`config.mk`:
```
export PLATFORM = sky130hd
export DESIGN_NAME = fwd_dest_pipe
export DESIGN_NICKNAME = d
export VERILOG_FILES = /design/src/rtl/fwd_dest_pipe.sv
export SDC_FILE = /design/constraint.sdc
export NUM_CORES = 1
export LEC_CHECK = 0
export ABC_AREA = 1
export BUFFER_PORTS_ARGS = -buffer_cell sky130_fd_sc_hd__buf_4
export CAP_MARGIN = 40
export CORE_MARGIN = 1.5
export CORE_UTILIZATION = 55
export CTS_BUF_LIST = sky130_fd_sc_hd__clkbuf_8
export DETAILED_ROUTE_END_ITERATION = 10
export PLACE_DENSITY = 0.83
export SETUP_SLACK_MARGIN = 0.4
export SYNTH_ARGS = -nofsm -noshare
export SYNTH_HDL_FRONTEND = slang
export SYNTH_SLANG_ARGS = --single-unit
```
`constraint.sdc`:
```
create_clock -name clk -period 3.39 [get_ports clk]
set_clock_uncertainty 0.2 [all_clocks]
set_input_delay 0.1695 -clock clk [delete_from_list [all_inputs] [get_ports clk]]
set_output_delay 0.1695 -clock clk [all_outputs]
set_load 0.02 [all_outputs]
```
`src/rtl/fwd_dest_pipe.sv`:
```
`default_nettype none
// ============================================================================
// fwd_dest_pipe : EX/MEM/WB destination tracking for forwarding, load-use
//                 bubble insertion and freeze statistics.
// Revision      : 1.0
// ============================================================================
module fwd_dest_pipe #(
   parameter int CNT_W = 8
) (
   input  logic             clk,
   input  logic             rst_n,
   input  logic             id_valid,
   input  logic             id_wr,
   input  logic [3:0]       id_dest,
   input  logic             id_load,
   input  logic             freeze,
   input  logic             flush,
   output logic             wr1,
   output logic             wr2,
   output logic             wr3,
   output logic [3:0]       match_add1,
   output logic [3:0]       match_add2,
   output logic [3:0]       match_add3,
   output logic             load,
   output logic             hold_fetch,
   output logic [CNT_W-1:0] freeze_cnt,
   output logic             freeze_err
);

   localparam logic [CNT_W-1:0] c_cnt_max = '1;

   logic             w_bubble;
   logic             r_s1_wr;
   logic             r_s2_wr;
   logic             r_s3_wr;
   logic [3:0]       r_s1_dest;
   logic [3:0]       r_s2_dest;
   logic [3:0]       r_s3_dest;
   logic             r_s1_ld;
   logic [CNT_W-1:0] r_freeze_cnt;
   logic [1:0]       r_consec;
   logic             r_freeze_err;

   assign w_bubble = freeze | flush | ~id_valid;

   always_ff @(posedge clk or negedge rst_n) begin
      if (!rst_n) begin
         r_s1_wr   <= 1'b0;
         r_s2_wr   <= 1'b0;
         r_s3_wr   <= 1'b0;
         r_s1_dest <= 4'h0;
         r_s2_dest <= 4'h0;
         r_s3_dest <= 4'h0;
         r_s1_ld   <= 1'b0;
      end else begin
         r_s3_wr   <= r_s2_wr;
         r_s3_dest <= r_s2_dest;
         r_s2_wr   <= r_s1_wr;
         r_s2_dest <= r_s1_dest;
         if (w_bubble) begin
            r_s1_wr   <= 1'b0;
            r_s1_dest <= 4'h0;
            r_s1_ld   <= 1'b0;
         end else begin
            r_s1_wr   <= id_wr;
            r_s1_dest <= id_dest;
            r_s1_ld   <= id_load & id_wr;
         end
      end
   end

   // Run-length counter only needs to distinguish 0,1,2 and "more".
   always_ff @(posedge clk or negedge rst_n) begin
      if (!rst_n) begin
         r_freeze_cnt <= '0;
         r_consec     <= 2'd0;
         r_freeze_err <= 1'b0;
      end else begin
         if (freeze && (r_freeze_cnt != c_cnt_max)) begin
            r_freeze_cnt <= r_freeze_cnt + 1'b1;
         end
         if (!freeze) begin
            r_consec <= 2'd0;
         end else if (r_consec != 2'd3) begin
            r_consec <= r_consec + 2'd1;
         end
         if (freeze && (r_consec == 2'd2)) begin
            r_freeze_err <= 1'b1;
         end
      end
   end

   assign wr1        = r_s1_wr;
   assign wr2        = r_s2_wr;
   assign wr3        = r_s3_wr;
   assign match_add1 = r_s1_dest;
   assign match_add2 = r_s2_dest;
   assign match_add3 = r_s3_dest;
   assign load       = r_s1_wr & r_s1_ld;
   assign hold_fetch = freeze & ~flush;
   assign freeze_cnt = r_freeze_cnt;
   assign freeze_err = r_freeze_err;

endmodule
`default_nettype wire

```
==> flow_summary.toml <==
[run_status]
status = "completed"

[clock_tree]
cts_tree = "yes"
cts_htree_levels = 1
clock-sinks = 27
hold_buffers = 8
cts-buffers-inserted = 3
clk_pin_slew_worst_paths_ps = 100
cts_setup_buffers = 0
clk_latency_ps = 280
cts_resized = 0
cts_buffer_depth = 2
clock-root-buffer = "clkbuf_8"

[job]
drv_cap = 0

[setup_path]
cp.required_ps = 3360
arrival_ps = 1620
crit_type = "flop to flop"
critPathLaunchType = "flop"
crit_path_max_fanout = 8
startpoint = "freeze_cnt[0]"
r2r-start = "freeze_cnt[0]"
end_kind = "flop"

[logic_synthesis]
yosys-top-cells-area = "dfrtp_1, nand2_1, inv_1"
postSynthCellCount = 115
netlist.area_leader.share_pct = 60.7
ys_seq_elements = 27
synth_area_sq_um = 1110
yosysUniqueCellTypes = 20
synth_area_leader_cell = "dfrtp_1"
ys_seq_area_share_pct = 60.7
ys.flop_type = "dfrtp_1"
syn-num-nets = 129
synth_edf_count = 0
yosysWarnings = 0
postSynthAreaPerCell_sq_um = 9.68
async_flop_share_pct = 100

[timing]
setup_viol = 0
post-route-min-period_ps = 1650
slew_viol_final = 0
period_share_pct = 48.6
fin_setup_tns_ps = 0
max_freq_mhz = 607
tightest_slew_ps = 332
relSlewSlack_pct = 77.9
finalHoldViolations = 0
holdWs_ps = 12.8
rsz0062_at_grt = "no"

[die]
die-width_microns = 48.0
die_y_microns = 48.0
design.die.area_sq_um = 2300
coreArea_sq_um = 1940
row_count = 16
start_util_pct = 57.3
io_pins = 37

[layout]
antenna_cells_inserted = 0
syn_to_final_growth_pct = 37.1
nets = 176
final_cell_mix = "buf_4, nand2_1, dfrtp_1"
layout_commonest_cell = "buf_4"
final_layout_size_suffix_gt1_share_pct = 28.0

[grt]
grt_pass1_wl_microns = 3620
grtUsageMet2_pct = 44.0
grt_pass1_vias = 800
antenna_found_initial = 0
grt_busiest_layer = "met2"
grt_max_degree = 28
use_met1_pct = 28.3
globalRouteMet3Util_pct = 4.15
grt_overflow = 0
grt_use_total_pct = 24.1

[min_path]
min_from = "freeze"
hp-class = "primary input to flop"

[routing]
wl_per_cell_microns = 13.2
drt_first_pass_iters = 4
vias = 922
ant_nets = 0
routed_wl_microns = 2490
drt-initial-drc-count = 15
vias_per_cell = 4.90
drcViolationCount = 0

[power]
p_leak_nw = 0.853
power_density_nw_per_um2 = 534
max-vdd-ir-drop_mv = 0.528

[place]
place_hpwl_microns = 1620
port_buffers = 36
place.gp.congestion = 0.816
[power by group]
part           leakage (nW)  switching (W)  total [W]  internal, W
Combinational         0.467       0.000118   0.000209    0.0000906
Sequential            0.359      0.0000605   0.000417     0.000356
Clock                0.0261       0.000104   0.000190    0.0000862
[state kept, by name (all words and copies together) (netlist names)]
name        count
freeze_err      1
freeze_cnt      8
match_add2      4
match_add1      4
r_consec        2
match_add3      4
wr3             1
r_s1_ld         1
wr1             1
wr2             1
[worst max-delay path, cell delays in order, from the launching register on]
cell and delay, ps:
dfrtp_1 470, ha_1 310, nand2_1 110, nor2_2 170
nand2_4 110, nand3_1 120, nand2_1 70
[cells by family (layout without fill, tap and decap cells)]
| kind of cell | count (synthesis) | in the layout | synth area share [%] |
|---|---|---|---|
| compound gates | 5 | 5 | 2.70 |
| xor+xnor | 1 | 1 | 0.787 |
| fa+ha+maj | 3 | 3 | 3.37 |
| buf+inv | 19 | 65 | 7.64 |
| flops | 27 | 27 | 60.7 |
| simple gates | 60 | 60 | 24.8 |
[area by class of cell]
class	count	area (sq um)
Clock inverter	1	8.76
Multi-Input combinational cell	69	353
Tap cell	27	33.8
Inverter	17	63.8
Clock buffer	3	41.3
Timing Repair Buffer	44	350
Sequential cell	27	676
Fill cell	136	415
[synth_stat cells, types with 2 or more instances]
| cell type | number |
|---|---|
| nand2_1 | 28 |
| dfrtp_1 | 27 |
| nand2_4 | 2 |
| inv_1 | 17 |
| nor2_1 | 13 |
| ha_1 | 3 |
| nand3_1 | 10 |
| nand4_1 | 3 |
[stage by stage]
step	power, W	cell area, sq um	worst slack, ps	utilization, %	std cells
2_1_floorplan	0.000534	1110	1830	-	115
6_report	0.000815	1530	1740	78.6	188
3_5_place_dp	0.000619	1400	1780	71.9	176
3_3_place_gp	0.000606	1400	1890	71.9	176
4_1_cts	0.000817	1530	1740	78.6	188
5_1_grt	0.000858	1530	1660	78.6	188
[final timing paths]
path	slack, ps	cells past startpoint	endpoint
worst max-delay path	1740	6	freeze_cnt[3]
min in group asynchronous	130	2	match_add2[3]
worst max register to register	1740	6	freeze_cnt[3]
max in group asynchronous	2610	2	freeze_cnt[5]
worst min register to register	180	0	match_add3[3]
worst min-delay path	10	3	r_consec[0]
[metal layers]
| layer | part of all wire (%) | vias to the layer above |
|---|---|---|
| met5 | 0 | - |
| met4 | 0.88 | 0 |
| met3 | 3.3 | 4 |
| met2 | 56 | 24 |
| met1 | 40 | 444 |
| li1 | - | 450 |
(Power assumes the default switching activity.)
